### src/rtl/subset_sum_scheduler.sv
`default_nettype none
// ============================================================================
// Module   : subset_sum_scheduler
// Purpose  : Round-robin front end that shares one subset-sum solver among
//            several clients. One job (numbers + target) is accepted at a
//            time, the solver is launched with a single-cycle start pulse,
//            and the result (or a timeout) is returned to the granted client
//            through a valid/ack handshake.
// Revision : 1.0 - initial release
// ----------------------------------------------------------------------------
// Ports
//   clk                   rising-edge clock
//   rst                   synchronous active-high reset
//   req_valid_i           per-client job request
//   req_ready_o           one-hot acceptance (IDLE only, combinational)
//   req_numbers_flat_i    client i numbers at slice i
//   req_target_i          client i target at slice i
//   resp_valid_o          one-hot result valid
//   resp_isTargetMet_o    result bit, gated by resp_valid_o
//   resp_timeout_o        timeout flag, gated by resp_valid_o
//   resp_ack_i            client consumes result
//   solver_numbers_flat_o numbers to solver
//   solver_target_o       target to solver
//   solver_en_o           solver enable (LAUNCH and WAIT)
//   solver_start_o        one-cycle launch pulse
//   solver_busy_i         solver status (informational only)
//   solver_done_i         solver completion level
//   solver_isTargetMet_i  solver result
//   sched_busy_o          high in every state except IDLE
//   grant_id_o            index of current / last granted client
// ============================================================================
module subset_sum_scheduler #(
  parameter  int N_of_numbers    = 3,
  parameter  int N_of_bits       = 4,
  parameter  int N_of_requesters = 4,
  parameter  int TIMEOUT_CYCLES  = 1024,
  localparam int TW = $clog2(N_of_numbers * (2**N_of_bits - 1)) + 1,
  localparam int IW = (N_of_requesters > 1) ? $clog2(N_of_requesters) : 1,
  localparam int NB = N_of_numbers * N_of_bits
) (
  input  logic                            clk,
  input  logic                            rst,
  input  logic [N_of_requesters-1:0]      req_valid_i,
  output logic [N_of_requesters-1:0]      req_ready_o,
  input  logic [N_of_requesters*NB-1:0]   req_numbers_flat_i,
  input  logic [N_of_requesters*TW-1:0]   req_target_i,
  output logic [N_of_requesters-1:0]      resp_valid_o,
  output logic [N_of_requesters-1:0]      resp_isTargetMet_o,
  output logic [N_of_requesters-1:0]      resp_timeout_o,
  input  logic [N_of_requesters-1:0]      resp_ack_i,
  output logic [NB-1:0]                   solver_numbers_flat_o,
  output logic [TW-1:0]                   solver_target_o,
  output logic                            solver_en_o,
  output logic                            solver_start_o,
  input  logic                            solver_busy_i,
  input  logic                            solver_done_i,
  input  logic                            solver_isTargetMet_i,
  output logic                            sched_busy_o,
  output logic [IW-1:0]                   grant_id_o
);

  localparam int CW = $clog2(TIMEOUT_CYCLES);
  localparam logic [CW-1:0] CNT_LIM = CW'(TIMEOUT_CYCLES - 1);

  typedef enum logic [1:0] {
    S_IDLE    = 2'd0,
    S_LAUNCH  = 2'd1,
    S_WAIT    = 2'd2,
    S_RESPOND = 2'd3
  } state_t;

  state_t          state_q, state_d;
  logic [IW-1:0]   grant_q, grant_d;
  logic [IW-1:0]   rr_q, rr_d;
  logic [NB-1:0]   numbers_q, numbers_d;
  logic [TW-1:0]   target_q, target_d;
  logic [CW-1:0]   cnt_q, cnt_d;
  logic            met_q, met_d;
  logic            timeout_q, timeout_d;
  logic            done_q;

  // Round-robin selection results
  logic [IW-1:0]   sel;
  logic            any_req;
  logic            done_rise;

  // Busy is status only; it intentionally never steers the FSM.
  logic            unused_busy;
  assign unused_busy = solver_busy_i;

  // --------------------------------------------------------------------------
  // Round-robin arbiter: walk from rr_q upward (wrapping) and keep the first
  // requester found. Iterating from the far end lets the nearest one win.
  // --------------------------------------------------------------------------
  always_comb begin
    sel     = '0;
    any_req = 1'b0;
    for (int k = N_of_requesters - 1; k >= 0; k--) begin
      logic [IW-1:0] cand;
      cand = IW'((int'(rr_q) + k) % N_of_requesters);
      if (req_valid_i[cand]) begin
        sel     = cand;
        any_req = 1'b1;
      end
    end
  end

  // done_q follows the solver's done level every cycle, including LAUNCH, so
  // a done level still held from the previous job is never seen as an edge.
  assign done_rise = solver_done_i & ~done_q;

  // --------------------------------------------------------------------------
  // Next-state and control outputs
  // --------------------------------------------------------------------------
  always_comb begin
    state_d        = state_q;
    grant_d        = grant_q;
    rr_d           = rr_q;
    numbers_d      = numbers_q;
    target_d       = target_q;
    cnt_d          = cnt_q;
    met_d          = met_q;
    timeout_d      = timeout_q;
    req_ready_o    = '0;
    solver_start_o = 1'b0;
    solver_en_o    = 1'b0;

    unique case (state_q)
      S_IDLE: begin
        if (any_req) begin
          req_ready_o[sel] = 1'b1;
          grant_d          = sel;
          rr_d             = IW'((int'(sel) + 1) % N_of_requesters);
          numbers_d        = req_numbers_flat_i[int'(sel)*NB +: NB];
          target_d         = req_target_i[int'(sel)*TW +: TW];
          state_d          = S_LAUNCH;
        end
      end

      S_LAUNCH: begin
        solver_start_o = 1'b1;
        solver_en_o    = 1'b1;
        cnt_d          = '0;
        state_d        = S_WAIT;
      end

      S_WAIT: begin
        solver_en_o = 1'b1;
        cnt_d       = cnt_q + 1'b1;
        // A real completion beats a timeout landing on the same cycle.
        if (done_rise) begin
          met_d     = solver_isTargetMet_i;
          timeout_d = 1'b0;
          state_d   = S_RESPOND;
        end else if (cnt_q == CNT_LIM) begin
          met_d     = 1'b0;
          timeout_d = 1'b1;
          state_d   = S_RESPOND;
        end
      end

      S_RESPOND: begin
        // Only the granted client's ack releases the result.
        if (resp_ack_i[grant_q]) begin
          state_d = S_IDLE;
        end
      end

      default: begin
        state_d = S_IDLE;
      end
    endcase
  end

  // --------------------------------------------------------------------------
  // Response outputs: one-hot at the granted index while in RESPOND.
  // --------------------------------------------------------------------------
  always_comb begin
    resp_valid_o = '0;
    if (state_q == S_RESPOND) begin
      resp_valid_o[grant_q] = 1'b1;
    end
  end

  assign resp_isTargetMet_o    = resp_valid_o & {N_of_requesters{met_q}};
  assign resp_timeout_o        = resp_valid_o & {N_of_requesters{timeout_q}};
  assign solver_numbers_flat_o = numbers_q;
  assign solver_target_o       = target_q;
  assign sched_busy_o          = (state_q != S_IDLE);
  assign grant_id_o            = grant_q;

  // --------------------------------------------------------------------------
  // State registers
  // --------------------------------------------------------------------------
  always_ff @(posedge clk) begin
    if (rst) begin
      state_q   <= S_IDLE;
      grant_q   <= '0;
      rr_q      <= '0;
      numbers_q <= '0;
      target_q  <= '0;
      cnt_q     <= '0;
      met_q     <= 1'b0;
      timeout_q <= 1'b0;
      done_q    <= 1'b0;
    end else begin
      state_q   <= state_d;
      grant_q   <= grant_d;
      rr_q      <= rr_d;
      numbers_q <= numbers_d;
      target_q  <= target_d;
      cnt_q     <= cnt_d;
      met_q     <= met_d;
      timeout_q <= timeout_d;
      done_q    <= solver_done_i;
    end
  end

endmodule
`default_nettype wire

### config.mk
export PLATFORM = sky130hd
export DESIGN_NAME = subset_sum_scheduler
export DESIGN_NICKNAME = d
export VERILOG_FILES = /design/src/rtl/subset_sum_scheduler.sv
export SDC_FILE = /design/constraint.sdc
export NUM_CORES = 1
export LEC_CHECK = 0
export CAP_MARGIN = 15
export CORE_MARGIN = 2
export CORE_UTILIZATION = 25
export CTS_CLUSTER_DIAMETER = 200
export DETAILED_ROUTE_END_ITERATION = 7
export PLACE_DENSITY = 0.62
export SLEW_MARGIN = 15
export SYNTH_ARGS = -nofsm -noshare
export SYNTH_HDL_FRONTEND = slang
export SYNTH_SLANG_ARGS = --single-unit
### constraint.sdc
create_clock -name clk -period 2.32 [get_ports clk]
set_clock_uncertainty 0.15 [all_clocks]
set_input_delay 0.464 -clock clk [delete_from_list [all_inputs] [get_ports clk]]
set_output_delay 0.464 -clock clk [all_outputs]
set_load 0.02 [all_outputs]
After elaboration in Yosys (flattened, before gate mapping)
Cells that the tools add are included.

Output and inout port bits: 40. Flip-flop bits (word level): 38. Logic and storage cells: 84. Bits of input ports: 89.

Reductions and logical operators: 10. Bitwise logic cells: 4. Multipliers: 2. Multiplexer cells: 37. Magnitude comparators: 8. Eq/ne operators: 7. Shift-type cells: 2. Add/sub/neg operators: 5.

Operators by type and width (number): indexed part select 48 x 7 -> 12 bit (1); indexed part select 28 x 6 -> 7 bit (1); case mux 10 bit (2 select lines) (1); < comparator 2 x 3 -> 1 bit (second input constant) (6); two-way mux 1 bit (17); two-way mux 2 bit (8); two-way mux 4 bit (3); adder 10 x 1 -> 10 bit (second input constant) (1); binary-select mux 1 bit (select 2 bit) (5); == test 10 bit (second input constant) (1); bitwise AND 4 bit (2); case mux 2 bit (4 select lines) (1); nonzero test 2 bit (3); multiplier 2 x 3 -> 5 bit (second input constant) (1); adder 2 x 1 -> 2 bit (second input constant) (2); adder 2 bit (second input constant) (2); demux 1 bit (select 2 bit) (2); == test 2 bit (second input constant) (2); greater-or-equal comparator 2 x 1 -> 1 bit (second input constant) (2); multiplier 2 x 2 -> 4 bit (second input constant) (1); != test 2 bit (second input constant) (2); AND reduction 2 bit (2); != test 3 bit (second input constant) (1); AND reduction 3 bit (1); other kinds (6) (7).

Depth between registers and ports, before layout
Depth in word-level cells: 13. Gate-level depth with buffers: 8. Gate-level depth less buffers: 7.

Least setup slack after synthesis
No wires, ideal clock.

Kind: input-to-output. Start: input port req_valid_i[3]. End: output port req_ready_o[0]. Data arrival time: 1798 ps. Path slack: -92 ps. Stages on the path: 6. Data required time: 1706 ps. Path buffers: 2. Cell sequence: or2_1 > nor4b_4 > a31o_1 > buf_6 > buf_12 > nor3_1.

Word-level cells in the longest chain between the ends: 12. Elaborated cells between the ends (all ways): 23. Classes of those cells: order compare: 2; mux: 20; reduce/logical: 1.

RTL lines: from (decl) (line 43) `input logic [N_of_requesters-1:0] req_valid_i,`; binary-select mux 1 bit (select 2 bit) (line 101) `if (req_valid_i[cand]) begin`; two-way mux 1 bit (implied by the code) (line 101); two-way mux 2 bit (4 in series) (line 101); < comparator 2 x 3 -> 1 bit (implied by the code) / greater-or-equal comparator 2 x 1 -> 1 bit (equally long branches) (line 131) `req_ready_o[sel] = 1'b1;`; logical AND 1 bit (implied by the code) (line 131); two-way mux 1 bit (implied by the code) (line 131); demux 1 bit (select 2 bit) (line 131); two-way mux 4 bit (*) (line 130) `if (any_req) begin`; two-way mux 4 bit (*) (line 128) `unique case (state_q)`; to (decl) (line 44) `output logic [N_of_requesters-1:0] req_ready_o,`.

Mark *: on every way between the ends. The rest lies on a longest branch, timed or not. The select of a mux whose other input is x is not followed.

Final worst setup path
Start: input port req_valid_i[3]. End: output port req_ready_o[3].

The elaborated chain is that of the path after synthesis.

==> impl_metrics.ini <==
[clock_tree]
htreeDepth = 2
clk_path_buf_depth = 2
cts_buffers = 5
clock_sinks = 38
clkTransAtPathRegs_ns = 0.07
insertion_delay_ns = 0.29
cts_tree = done
cts_root_buf = clkbuf_8

[sta]
fin_crit_sh_pct = 96.8
slew_headroom_pct = 78.6
rsz0062_at_grt = no
holdWs_ns = 0.316
setup_ws_ns = 0.0740
setup_viol = 0
worstMarginPinSlew_ns = 0.319
fmax_ghz = 0.445
finalHoldViolCount = 0
drv_slew = 0
tns_ns = 0
finalCriticalPeriod_ns = 2.25

[setup_path]
rr_startpoint = rr_q[0]
critPathMaxFanout = 4
worst-r2r-cell-count = 7
critical_path_class = in -> out
path_depth = 7
crit_path_cell_trace = dlygate4sd2_1, or2_4, nor4b_4, a31o_4, nand2_4, nor2_4, buf_6
crit_buf_inv = 2
cpPeakStageDelay_ns = 0.25
cp-endpoint = req_ready_o[3]
startpoint_type = input port
crit-reg2reg-capture = solver_target_o[2]
cp.arrival_ns = 1.63
r2r_setup_slack_ns = 0.26
crit_path_start = req_valid_i[3]
critPathTopFamily = simple AND/OR/NAND/NOR gates
cp-end-kind = primary output
slowest_stage = dlygate4sd2_1
cp.required_ns = 1.71

[drt]
first_iter_violations = 46
finalWirelength_mm = 6.88
post_drt_via_cell_ratio = 4.69
vias = 2323
wl_per_cell_um = 13.9
antenna_left = 0
drt-pass1-iter-count = 4
route.detailed.drc = 0

[finish]
regArea_sq_um = 764
fillCellCount = 828
drive_gt1_share_pct = 19.6
design_area_sq_mm = 0.00401
multi_input_area_sq_mm = 0.00145
final_cell_mix = 105 x clkdlybuf4s50_1, 40 x mux2i_1, 35 x dfxtp_1
syn2layout_area_growth_pct = 81.2
layout_commonest_cell = clkdlybuf4s50_1
antenna_cells = 0
final_nets = 480
final_cells = 495

[global_routing]
grt_pass1_wl_mm = 11.3
grt-ovfl-total = 0
grt_max_degree = 39
antenna_found_initial = 0
gr-usage-all-layers_pct = 14.1
grt_pass1_vias = 2413

[worst_hold_path]
holdCritPathClass = reg -> reg

[power]
power_density_mw_per_mm2 = 968
power.leakage_nw = 1.68
peakVddDrop_uv = 409

[outcome]
outcome = complete, no violations

[synthesis]
ys_warn_count = 0
synth_area_leaders = dfxtp_1 34%, mux2i_1 18%, o221ai_1 7.1%, nand2_1 4.6%, nor2_1 3.2%
postSynthAreaPerCell_sq_um = 9.41
synth_cell_types = 45
synth_largest_area_cell = dfxtp_1
ys_ff_latch = 38
seq_area_frac_synth_pct = 34.4
synthFlopType = dfxtp_1
synth_area_sq_mm = 0.00221
synth_top_area_share_pct = 34.4
async_reset_ff_share_pct = 0
syn_nets = 329
synthCells = 235
synth_edf_count = 0

[floorplanning]
start_util_pct = 25.6
die-height_um = 98.1
num_rows = 34
die_area_sq_mm = 0.00962
core_sq_mm = 0.00864
chipWidth_um = 98.1
io_pins = 129

[place]
place_ws_ns = -0.781
portBuffers = 127
hpwlAfterDp_mm = 5.28
place_congestion = 0.773
placedCellCount = 485
place_area_sq_mm = 0.00376

[flow_run]
cap_violations = 0
-- per-stage QoR --
step	utilization [%]	total power [W]
floorplan	-	0.00223
global placement	43.5	0.00315
detailed placement	43.5	0.00317
CTS	45.6	0.00382
global route	46.4	0.00413
finish	46.4	0.00388
-- cell type report --
class                           instances  area share (%)
Clock buffer                            5            1.72
Inverter                                7           0.656
Clock inverter                          3           0.999
Sequential cell                        38            19.1
Tap cell                              108            3.37
Timing Repair Buffer                  156            38.0
Multi-Input combinational cell        178            36.2
-- synth_stat cells, types with 2 or more instances --
master and count:
a211oi_2 2, a21oi_1 5, a41oi_1 2, and2_1 8, and3_1 5, buf_2 2, buf_4 2, buf_6 4
clkbuf_1 3, dfxtp_1 38, ha_1 5, inv_1 7, mux2i_1 40, nand2_1 27, nand2_2 2, nand3_1 3
nand4_1 3, nor2_1 19, nor2b_1 6, nor3_1 2, o221ai_1 18, xnor2_1 3, xor2_1 7
-- per-layer routing --
layer,wire (um),global-route usage (%)
met5,0,0
met4,118,5.13
met3,403,3.15
met2,3530,25.3
met1,2820,16.3
-- cells by family after synthesis --
kind of cell	after synthesis	share of synthesized area [%]
AOI/OAI and AO/OA	40	15.5
buffers and inverters	19	5.77
muxes	41	18.6
DFF	38	34.4
and+or+nand+nor	82	18.9
xor gates and xnor gates	10	3.96
adders and majority gates	5	2.83
-- worst min path at each step --
| stage | start | endpoint | slack, ns | cells after the start |
|---|---|---|---|---|
| 3_5_place_dp | solver_numbers_flat_o[7] | solver_numbers_flat_o[7] | 0.30 | 2 |
| 5_1_grt | solver_numbers_flat_o[2] | solver_numbers_flat_o[2] | 0.34 | 2 |
| 2_1_floorplan | cnt_q[8] | cnt_q[8] | 0.32 | 2 |
| 4_1_cts | solver_numbers_flat_o[2] | solver_numbers_flat_o[2] | 0.32 | 2 |
| 3_3_place_gp | solver_numbers_flat_o[11] | solver_numbers_flat_o[11] | 0.30 | 2 |
| 6_report | solver_numbers_flat_o[2] | solver_numbers_flat_o[2] | 0.32 | 2 |
-- tightest hold or removal path, stage by stage (launching register included) --
cell      delay (ns)
dfxtp_1         0.33
nand2_1         0.05
o221ai_1        0.06
-- registers in the layout (all words and copies together), names as in the netlist --
name and cells:
solver_numbers_flat_o 12, done_q 1, solver_target_o 7, grant_id_o 2, state_q 2, timeout_q 1
cnt_q 10, met_q 1, rr_q 2
-- power breakdown --
| part | switching (W) | internal (W) | total (W) |
|---|---|---|---|
| logic | 0.00112 | 0.00118 | 0.00230 |
| clock network | 0.000239 | 0.000317 | 0.000556 |
| registers | 0.000155 | 0.000874 | 0.00103 |
| total | 0.00151 | 0.00237 | 0.00388 |
-- what timing repair did --
item                                    4_1_cts  5_1_grt
pin swaps                                     5        4
buffers inserted                              2        0
resized for setup                            64       34
endpoints found under the setup margin       34       28
hold buffers                                  0        0
(Power assumes the default switching activity.)
